File: config.mk
export PLATFORM = sky130hd
export DESIGN_NAME = ifetch_unit
export DESIGN_NICKNAME = d
export VERILOG_FILES = /design/src/rtl/ifetch_unit.sv
export SDC_FILE = /design/constraint.sdc
export NUM_CORES = 1
export LEC_CHECK = 0
export BUFFER_PORTS_ARGS = -buffer_cell sky130_fd_sc_hd__buf_2
export CAP_MARGIN = 40
export CORE_MARGIN = 10
export CORE_UTILIZATION = 44
export CTS_CLUSTER_DIAMETER = 200
export CTS_CLUSTER_SIZE = 20
export DETAILED_ROUTE_END_ITERATION = 6
export PLACE_DENSITY = 0.78
export SLEW_MARGIN = 30
export SYNTH_ARGS = -nofsm -noshare
export SYNTH_HDL_FRONTEND = slang
export SYNTH_SLANG_ARGS = --single-unit
File: constraint.sdc
create_clock -name clk -period 2.9 [get_ports clk]
set_input_delay 0.145 -clock clk [delete_from_list [all_inputs] [get_ports clk]]
set_output_delay 0.145 -clock clk [all_outputs]
set_load 0.1 [all_outputs]
File: src/rtl/ifetch_unit.sv
// Instruction fetch stage: owns the PC, fetches over a req/ready
// handshake, holds the instruction until it retires.
module ifetch_unit #(
  parameter logic [31:0] RESET_PC = 32'h0000_0000,
  parameter logic [31:0] NOP      = 32'h0000_0013
) (
  input  logic        clk,
  input  logic        rst,
  output logic        imem_req,
  output logic [31:0] imem_addr,
  input  logic [31:0] imem_rdata,
  input  logic        imem_ready,
  output logic [31:0] inst,
  output logic        inst_valid,
  output logic [31:0] pc,
  output logic [31:0] pc_plus4,
  output logic        retire,
  input  logic        stall,
  input  logic        doBranch,
  input  logic [31:0] imm32,
  input  logic [31:0] rs1Data,
  output logic        misaligned
);

  typedef enum logic [1:0] {
    IDLE,
    REQ,
    VALID,
    HALT
  } state_t;

  state_t      state, state_d;
  logic [31:0] pc_d;
  logic [31:0] inst_d;
  logic        mis_d;
  logic [31:0] next_pc;
  logic [31:0] jalr_imm;
  logic        is_jal, is_jalr, is_br;

  assign imem_req   = (state == REQ);
  assign imem_addr  = pc;
  assign inst_valid = (state == VALID);
  assign retire     = (state == VALID) && !stall;
  assign pc_plus4   = pc + 32'd4;

  assign is_jal   = (inst[6:0] == 7'b1101111);
  assign is_jalr  = (inst[6:0] == 7'b1100111);
  assign is_br    = (inst[6:0] == 7'b1100011);
  // decode hands back imm32=0 for JALR, so pull the I-immediate here
  assign jalr_imm = {{20{inst[31]}}, inst[31:20]};

  always_comb begin
    next_pc = pc_plus4;
    unique case (1'b1)
      is_jal:             next_pc = pc + imm32;
      is_jalr:            next_pc = (rs1Data + jalr_imm) & ~32'd1;
      (is_br && doBranch): next_pc = pc + imm32;
      default:            next_pc = pc_plus4;
    endcase
  end

  always_comb begin
    state_d = state;
    pc_d    = pc;
    inst_d  = inst;
    mis_d   = misaligned;
    unique case (state)
      IDLE: state_d = REQ;
      REQ: begin
        if (imem_ready) begin
          inst_d  = imem_rdata;
          state_d = VALID;
        end
      end
      VALID: begin
        if (!stall) begin
          pc_d   = next_pc;
          inst_d = NOP;
          if (next_pc[1:0] != 2'b00) begin
            mis_d   = 1'b1;
            state_d = HALT;
          end else begin
            state_d = REQ;
          end
        end
      end
      HALT: state_d = HALT;
      default: state_d = IDLE;
    endcase
  end

  always_ff @(posedge clk) begin
    if (!rst) begin
      state      <= IDLE;
      pc         <= RESET_PC;
      inst       <= NOP;
      misaligned <= 1'b0;
    end else begin
      state      <= state_d;
      pc         <= pc_d;
      inst       <= inst_d;
      misaligned <= mis_d;
    end
  end

endmodule

==> results of run 1 <==
[state kept, by name, indices dropped and copies added (netlist names)]
name,count
state,2
inst,32
imem_addr,32
misaligned,1
[power groups by stage]
| stage | Clock [W] | Combinational (W) | Sequential (W) |
|---|---|---|---|
| floorplan | 0 | 0.00230 | 0.00226 |
| global placement | 0 | 0.00399 | 0.00127 |
| detailed placement | 0 | 0.00402 | 0.00127 |
| CTS | 0.00115 | 0.00404 | 0.00126 |
| global route | 0.00119 | 0.00436 | 0.00128 |
| finish | 0.00113 | 0.00409 | 0.00126 |
[stage by stage]
| stage | util [%] | hold WS [ns] | std cells | total power (W) | area, um2 |
|---|---|---|---|---|---|
| floorplan | - | 0.276 | 928 | 0.00456 | 7410 |
| global placement | 56.4 | 0.405 | 1321 | 0.00526 | 8670 |
| detailed placement | 56.6 | 0.414 | 1322 | 0.00530 | 8690 |
| CTS | 58.5 | 0.0514 | 1338 | 0.00645 | 9000 |
| global route | 59.3 | 0.0597 | 1342 | 0.00683 | 9120 |
| finish | 59.4 | 0.0626 | 1343 | 0.00648 | 9130 |
[critical path, delay by kind of cell, from the launching register on]
| family | cells | cell delay [ns] |
|---|---|---|
| AOI/OAI and AO/OA | 7 | 1.51 |
| DFF | 1 | 0.35 |
| and+or+nand+nor | 1 | 0.18 |
| xor gates and xnor gates | 1 | 0.10 |
| adders and majority gates | 2 | 0.55 |
[cell type report]
class	count	area [um2]	share of cell area, %
Sequential cell	67	1420	15.6
Clock inverter	6	52.6	0.576
Antenna cell	1	2.50	0.0274
Multi-Input combinational cell	761	5570	61.0
Tap cell	211	264	2.89
Timing Repair Buffer	270	1510	16.5
Inverter	17	63.8	0.699
Clock buffer	10	250	2.74
[layer usage]
layer	routed length (um)	vias to the layer above	GRT usage, %
met5	7	-	0
met4	366	2	5.01
li1	-	3802	-
met2	11000	399	33.8
met1	10800	3641	28.9
met3	2620	37	7.54
[worst max path at each step]
| stage | startpoint | depth (start not counted) | endpoint |
|---|---|---|---|
| 5_1_grt | imem_addr[0]$_SDFFE_PN0P_ | 11 | imem_addr[24]$_SDFFE_PN0P_ |
| 2_1_floorplan | inst[26]$_SDFFE_PN0P_ | 11 | imem_addr[21]$_SDFFE_PN0P_ |
| 3_3_place_gp | imem_addr[0]$_SDFFE_PN0P_ | 11 | imem_addr[30]$_SDFFE_PN0P_ |
| 3_5_place_dp | imem_addr[0]$_SDFFE_PN0P_ | 11 | imem_addr[24]$_SDFFE_PN0P_ |
| 4_1_cts | imem_addr[12]$_SDFFE_PN0P_ | 8 | pc_plus4[30] |
| 6_report | imem_addr[0]$_SDFFE_PN0P_ | 11 | imem_addr[24]$_SDFFE_PN0P_ |
[cells by family (layout without fill, tap and decap cells)]
group	count (synthesis)	count (layout)	synth area share [%]
buffers and inverters	100	303	7.28
XOR/XNOR	80	80	10.1
flip-flops	67	67	19.3
adder cells (fa/ha/maj)	68	68	12.4
other	0	1	0
multiplexers	1	1	0.144
AO/OA/AOI/OAI	315	315	29.3
AND/OR/NAND/NOR	297	297	21.5
[placed cells by master (no fill, tap or decap), drive strengths merged, types with 27 or more instances in the layout]
cell	count
nand3b	32
o21ai	58
a21oi	113
nand2	98
xor2	27
ha	66
a21o	27
buf	261
nor2	49
dfxtp	67
xnor2	53
[repair_timing]
item / 4_1_cts / 5_1_grt
pin swaps: 0 / 11
resized for setup: 1 / 22
hold endpoints to repair: 0 / 0
buffers inserted: 0 / 4
setup endpoints to repair: 1 / 19
==> flow_summary.ini, run 1 <==
[synthesis]
synthTopCellsByArea = dfxtp_1 (19%), ha_1 (12%), a21oi_1 (8.1%)
yosys.area.top_type = dfxtp_1
synth_enable_flop_cells = 0
synth_top_area_share_pct = 19.3
avgSynthCellArea_um2 = 7.50
synthMostInstantiatedCell = a21oi_1
ys_async_sr_fraction_pct = 0
synth_common_cells = a21oi_1 (112), nand2_1 (98), dfxtp_1 (67)
ys_warn_count = 0
synth_flop_cell = dfxtp_1
synth.distinct_cells = 69
syn-num-nets = 1097
ys_ff_latch = 67
synthesis.instances = 928
yosysSeqAreaShare_pct = 19.3
synth.cell_area_mm2 = 0.00696

[worst_setup_path]
cp_slowest_cell = fa_2
cp_data_arrival_time_ns = 3.06
r2r_slack_ns = 0.05
r2r_start = imem_addr[0]$_SDFFE_PN0P_
start_kind = flip-flop
worst_setup_path_end_kind = flip-flop
crit_chain = ha_4, fa_2, a21o_4, a211o_1, and2_4, a211oi_4, o21ai_2, a41oi_2, xnor2_2, a221oi_2, a31oi_1
cp_max_fo = 4
max_stage_delay_ns = 0.39
rr_endpoint = imem_addr[24]$_SDFFE_PN0P_
required_ns = 3.12
rr_worst_depth = 11
path_class = flip-flop to flip-flop

[finish]
finalNetCount = 1295
fillCellCount = 1442
syn_to_final_growth_pct = 31.1
drive_gt1_share_pct = 33.5

[routing]
vias = 7881
drt_iter0_markers = 651
wl_per_cell_um = 18.5
dr.pass1.iters = 5
viasPerCell = 5.87
ant_nets = 0
drcViolationCount = 0
drt_wl_total_mm = 24.8

[sta]
tns_ns = 0
worst_pin_slew_ns = 0.895
hold_violations = 0
finalMaxSlewViolations = 0
worst_slack_ns = 0.0548
finalCritPeriodShare_pct = 98.1
setup_violations = 0
relSlewSlack_pct = 40.3
period_needed_ns = 2.85
skew_ns = 0.0107
fmax_ghz = 0.351

[clock_network]
clock-sinks = 67
postCtsHoldBufs = 0
numCtsBuffers = 9
clock_path_buffers = 2
cts-root-buf = clkbuf_16
htree_num_levels = 3
tritoncts = built
worstSkewPairLatency_ns = 0.35
clk_pin_slew_worst_paths_ns = 0.07

[place]
gp_congestion = 0.971
io_buffers = 232
dp.final_hpwl_mm = 19.7
place_ws_ns = 0.0260

[floorplanning]
start_util_pct = 45.3
rows = 45
coreArea_mm2 = 0.0154
die_width_um = 146
ios = 233
die_area_mm2 = 0.0213
dieHeight_um = 146

[global_routing]
grt_pass1_wl_mm = 39.3
antenna_found_initial = 1
first_global_vias = 7475
grt_max_degree = 41
grt_usage_pct = 22.0
grt-ovfl-total = 0

[pwr]
power_density_mw_per_mm2 = 710
irDropWorstVdd_mv = 0.617
p_int_w = 0.00280
swShare_pct = 56.7
seq_power_share_pct = 19.4
clock_power_share_pct = 17.5
comb_power_share_pct = 63.1
p_sw_w = 0.00368
power_leakage_nw = 4.48

[job]
maxCapViolCount = 0

[hold_path]
hold_class = input port to flip-flop
min_from = imem_rdata[16]
hold_depth = 3
min_to = inst[16]$_SDFFE_PN0P_

[status]
outcome = finished clean
No activity file was read; power rests on OpenSTA's default activity.
==> run 2, diff against run 1 <==
Settings changed: MAX_ROUTING_LAYER set to met4.
==> flow_summary.ini, run 2 (synthesized netlist as in run 1, its figures left out) <==
[status]
outcome = finished clean

[place]
io_buffers = 232
place_ws_ns = 0.0253
gp_congestion = 0.986
dp.final_hpwl_mm = 19.8

[pwr]
power_leakage_nw = 4.46
power_w = 0.00649
power_density_mw_per_mm2 = 716
irDropWorstVdd_mv = 0.612

[worst_setup_path]
cp_data_arrival_time_ns = 3.02
required_ns = 3.11
cp.depth = 11
start_kind = flip-flop
max_stage_delay_ns = 0.38
path_class = flip-flop to flip-flop
cp_max_fo = 4
crit_family = compound AO/OA/AOI/OAI gates
worst_setup_path_end_kind = flip-flop
r2r_slack_ns = 0.09
crit_chain = ha_4, fa_2, a21o_4, a211o_1, and2_4, a211oi_4, o21ai_2, a41oi_2, xnor2_1, a221oi_2, a31oi_1
cp_slowest_cell = fa_2
rr_worst_depth = 11
crit_buf_inv = 0

[clock_network]
tritoncts = built
postCtsHoldBufs = 0
clk_pin_slew_worst_paths_ns = 0.07
cts-root-buf = clkbuf_16
clock-sinks = 67
worstSkewPairLatency_ns = 0.34
clock_path_buffers = 2
htree_num_levels = 3
numCtsBuffers = 9

[global_routing]
grt_pass1_wl_mm = 39.4
first_global_vias = 7569
grt_max_degree = 41
grt-ovfl-total = 0
antenna_found_initial = 3
grt_usage_pct = 22.8

[finish]
final_common_cell = buf_2
finalNetCount = 1292
fillCellCount = 1449
syn_to_final_growth_pct = 30.3
final_cell_mix = buf_2 (226), a21oi_1 (110), nand2_1 (98), ha_1 (65), o21ai_0 (47)
drive_gt1_share_pct = 33.2

[routing]
drcViolationCount = 0
dr.pass1.iters = 5
drt_iter0_markers = 539
viasPerCell = 5.81
wl_per_cell_um = 18.5
drt_wl_total_mm = 24.8
vias = 7798
ant_nets = 0

[floorplanning]
rows = 45
dieHeight_um = 146
coreArea_mm2 = 0.0154
die_width_um = 146
ios = 233
die_area_mm2 = 0.0213
start_util_pct = 45.3

[job]
maxCapViolCount = 0

[sta]
finalMaxSlewViolations = 0
worst_pin_slew_ns = 0.641
period_needed_ns = 2.81
skew_ns = 0.0109
tns_ns = 0
relSlewSlack_pct = 57.2
hold_violations = 0
rsz0062_at_grt = yes
fmax_ghz = 0.355
fin_hold_ws_ns = 0.0630
finalCritPeriodShare_pct = 97.0
worst_slack_ns = 0.0863
setup_violations = 0

[hold_path]
hold_class = input port to flip-flop
hold_depth = 3
run 2: changes by cell type in the layout (fill, tap and decap cells not counted), moves of 2 or more:
cell and delta:
a21oi_2 +2, clkbuf_4 -4, clkinv_4 -2, buf_4 -4, buf_2 +5, a21oi_1 -2
diode_2 +2
run 2: worst reg2reg max path, stage by stage (launching register included):
cell,delay [ns]
dfxtp_4,0.36
ha_4,0.17
fa_2,0.38
a21o_4,0.22
a211o_1,0.31
and2_4,0.19
a211oi_4,0.28
o21ai_2,0.14
a41oi_2,0.21
xnor2_1,0.10
a221oi_2,0.22
a31oi_1,0.11
run 2: area by class of cell:
| type | count | area (um2) | area share [%] |
|---|---|---|---|
| Antenna cell | 3 | 7.51 | 0.0827 |
| Multi-Input combinational cell | 761 | 5560 | 61.2 |
| Tap cell | 211 | 264 | 2.91 |
| Inverter | 17 | 63.8 | 0.703 |
| Clock buffer | 9 | 225 | 2.48 |
| Sequential cell | 67 | 1420 | 15.7 |
| Clock inverter | 7 | 80.1 | 0.883 |
| Timing Repair Buffer | 267 | 1460 | 16.0 |
run 2: worst paths after layout:
path	end	start
worst min register to register	inst[19]$_SDFFE_PN0P_	inst[19]$_SDFFE_PN0P_
worst max-delay path	imem_addr[24]$_SDFFE_PN0P_	imem_addr[0]$_SDFFE_PN0P_
worst max register to register	imem_addr[24]$_SDFFE_PN0P_	imem_addr[0]$_SDFFE_PN0P_
worst min-delay path	inst[23]$_SDFFE_PN0P_	imem_rdata[23]
run 2: power by group:
group | switching [W] | internal [W] | total, W | leakage [nW]
clock network | 0.000483 | 0.000683 | 0.00117 | 0.154
logic | 0.00300 | 0.00107 | 0.00407 | 3.74
registers | 0.000176 | 0.00108 | 0.00125 | 0.567
run 2: per-layer routing:
metal	part of all wire (%)	global-route usage, %	vias to the layer above
met1	44	28.9	3636
li1	-	-	3798
met3	9.7	5.99	21
met4	1.0	5.06	0
met5	0	-	-
met2	45	35.4	343
run 2: per-stage QoR:
step                cell area [um2]  utilization [%]  cells
finish                         9070             59.0   1342
global route                   9070             59.0   1342
CTS                            8970             58.4   1336
detailed placement             8660             56.3   1320
global placement               8660             56.3   1320
floorplan                      7410                -    928
run 2: timing repair:
action / CTS / global route
endpoints found under the setup margin: 2 / 14
resized for setup: 2 / 14
buffers inserted: 0 / 2
pin swaps: 0 / 8
hold endpoints to repair: 0 / 0
==> run 3, diff against run 2 <==
Settings changed: REMOVE_ABC_BUFFERS set to 1.
==> flow_summary.ini, run 3 (synthesized netlist as in run 1, its figures left out) <==
[status]
outcome = finished clean

[sta]
hold_violations = 0
setup_violations = 0
worst_slack_ns = 0.0746
finalCritPeriodShare_pct = 97.4
period_needed_ns = 2.83
worst_pin_slew_ns = 0.709
fmax_ghz = 0.354
skew_ns = 0.0101
rsz0062_at_grt = yes
finalMaxSlewViolations = 0
relSlewSlack_pct = 52.7

[pwr]
seq_power_share_pct = 18.8
clock_power_share_pct = 17.4
p_int_w = 0.00274
power_density_mw_per_mm2 = 733
swShare_pct = 57.3
power_leakage_nw = 4.33
irDropWorstVdd_mv = 0.602
comb_power_share_pct = 63.7
p_sw_w = 0.00368

[clock_network]
worstSkewPairLatency_ns = 0.36
numCtsBuffers = 9
clock_path_buffers = 2
htree_num_levels = 3
clk_pin_slew_worst_paths_ns = 0.07
clock-sinks = 67
tritoncts = built
cts-root-buf = clkbuf_16

[worst_setup_path]
cp_data_arrival_time_ns = 2.68
r2r_slack_ns = 0.14
cp_max_fo = 7
path_class = flip-flop to output pin
crit_chain = buf_4, ha_1, and3_1, nand2_1, or2_1, inv_2, nand2_1, xnor2_1, buf_4
rr_endpoint = imem_addr[24]$_SDFFE_PN0P_
start_kind = flip-flop
rr_worst_depth = 11
cp_slowest_cell = buf_4
worst_setup_path_end_kind = output pin
r2r_start = imem_addr[0]$_SDFFE_PN0P_
required_ns = 2.76
max_stage_delay_ns = 0.36

[place]
io_buffers = 232
dp.final_hpwl_mm = 19.9
place_ws_ns = 0.0697
place_area_mm2 = 0.00841
gp_congestion = 0.941

[routing]
ant_nets = 0
vias = 7875
viasPerCell = 5.82
drcViolationCount = 0
dr.pass1.iters = 5
drt_iter0_markers = 478
wl_per_cell_um = 18.8
drt_wl_total_mm = 25.4

[global_routing]
grt-ovfl-total = 0
grt_max_degree = 41
antenna_found_initial = 0
grt_usage_pct = 22.9
first_global_vias = 7589
grt_pass1_wl_mm = 39.6

[floorplanning]
die_area_mm2 = 0.0213
rows = 45
coreArea_mm2 = 0.0154
dieHeight_um = 146
ios = 233
start_util_pct = 45.3
die_width_um = 146

[finish]
final_cell_mix = buf_2 (219), a21oi_1 (112), nand2_1 (98), ha_1 (66), dfxtp_1 (66)
syn_to_final_growth_pct = 25.8
drive_gt1_share_pct = 28.5
final_common_cell = buf_2
antennaDiodeCount = 0
stdcell_area_mm2 = 0.00876
finalNetCount = 1306

[job]
maxCapViolCount = 0

[hold_path]
hold_depth = 3
min_from = imem_rdata[19]
hold_class = input port to flip-flop
min_to = inst[19]$_SDFFE_PN0P_
-- run 3: timing repair --
item,in CTS,in global routing
hold buffers,0,0
buffers inserted,0,0
endpoints found under the hold margin,0,0
endpoints found under the setup margin,0,21
gates resized for setup,0,21
-- run 3: power by group through the flow --
stage          sequential (W)  combinational (W)  clock, W
3_5_place_dp          0.00123            0.00405         0
4_1_cts               0.00121            0.00407   0.00113
6_report              0.00121            0.00409   0.00112
3_3_place_gp          0.00122            0.00404         0
2_1_floorplan         0.00254            0.00184         0
5_1_grt               0.00123            0.00435   0.00116
-- run 3: worst max-delay path: cells and delay by family (launching register included) --
| kind | cells | cell delay (ns) |
|---|---|---|
| simple gates | 4 | 0.85 |
| buf+inv | 3 | 0.63 |
| flops | 1 | 0.33 |
| xor+xnor | 1 | 0.29 |
| fa+ha+maj | 1 | 0.22 |
-- run 3: worst max path at each step --
stage	startpoint	end	slack, ns	cells after the start
6_report	imem_addr[2]$_SDFFE_PN0P_	pc_plus4[24]	0.07	9
5_1_grt	imem_addr[13]$_SDFFE_PN0P_	pc_plus4[24]	-0.02	9
4_1_cts	imem_addr[2]$_SDFFE_PN0P_	pc_plus4[24]	0.009	9
3_5_place_dp	imem_addr[0]$_SDFFE_PN0P_	imem_addr[22]$_SDFFE_PN0P_	0.07	10
3_3_place_gp	imem_addr[0]$_SDFFE_PN0P_	imem_addr[30]$_SDFFE_PN0P_	0.11	11
2_1_floorplan	imem_addr[4]$_SDFFE_PN0P_	imem_addr[27]$_SDFFE_PN0P_	-2.30	8
-- run 3: metal layers --
layer | up-vias | track usage, % | share of wire, % | wire, um
met5 | - | - | 0 | 0
met4 | 0 | 5.56 | 1.9 | 473
met3 | 32 | 5.25 | 8.9 | 2270
met1 | 3639 | 27.8 | 42 | 10700
met2 | 391 | 37.6 | 47 | 12000
li1 | 3813 | - | - | -
-- run 3: per-stage QoR --
step                      util, %  setup TNS, ns  hold slack [ns]  power (W)  std cells
after floorplan                 -        -120.83            0.221    0.00438        845
after CTS                    56.6              0           0.0448    0.00640       1353
after global placement       54.7              0            0.415    0.00526       1337
after global routing         57.0        -0.0549           0.0577    0.00674       1353
after detailed placement     54.7              0            0.422    0.00527       1337
final                        57.0              0           0.0495    0.00642       1353
-- run 3: cell type report --
cell class | count | area (um2)
timing repair buffer | 281 | 1640
inverter | 17 | 63.8
sequential | 67 | 1340
multi-input combinational | 761 | 5160
tap | 211 | 264
fill | 1465 | 6610
clock buffer | 9 | 225
clock inverter | 7 | 62.6
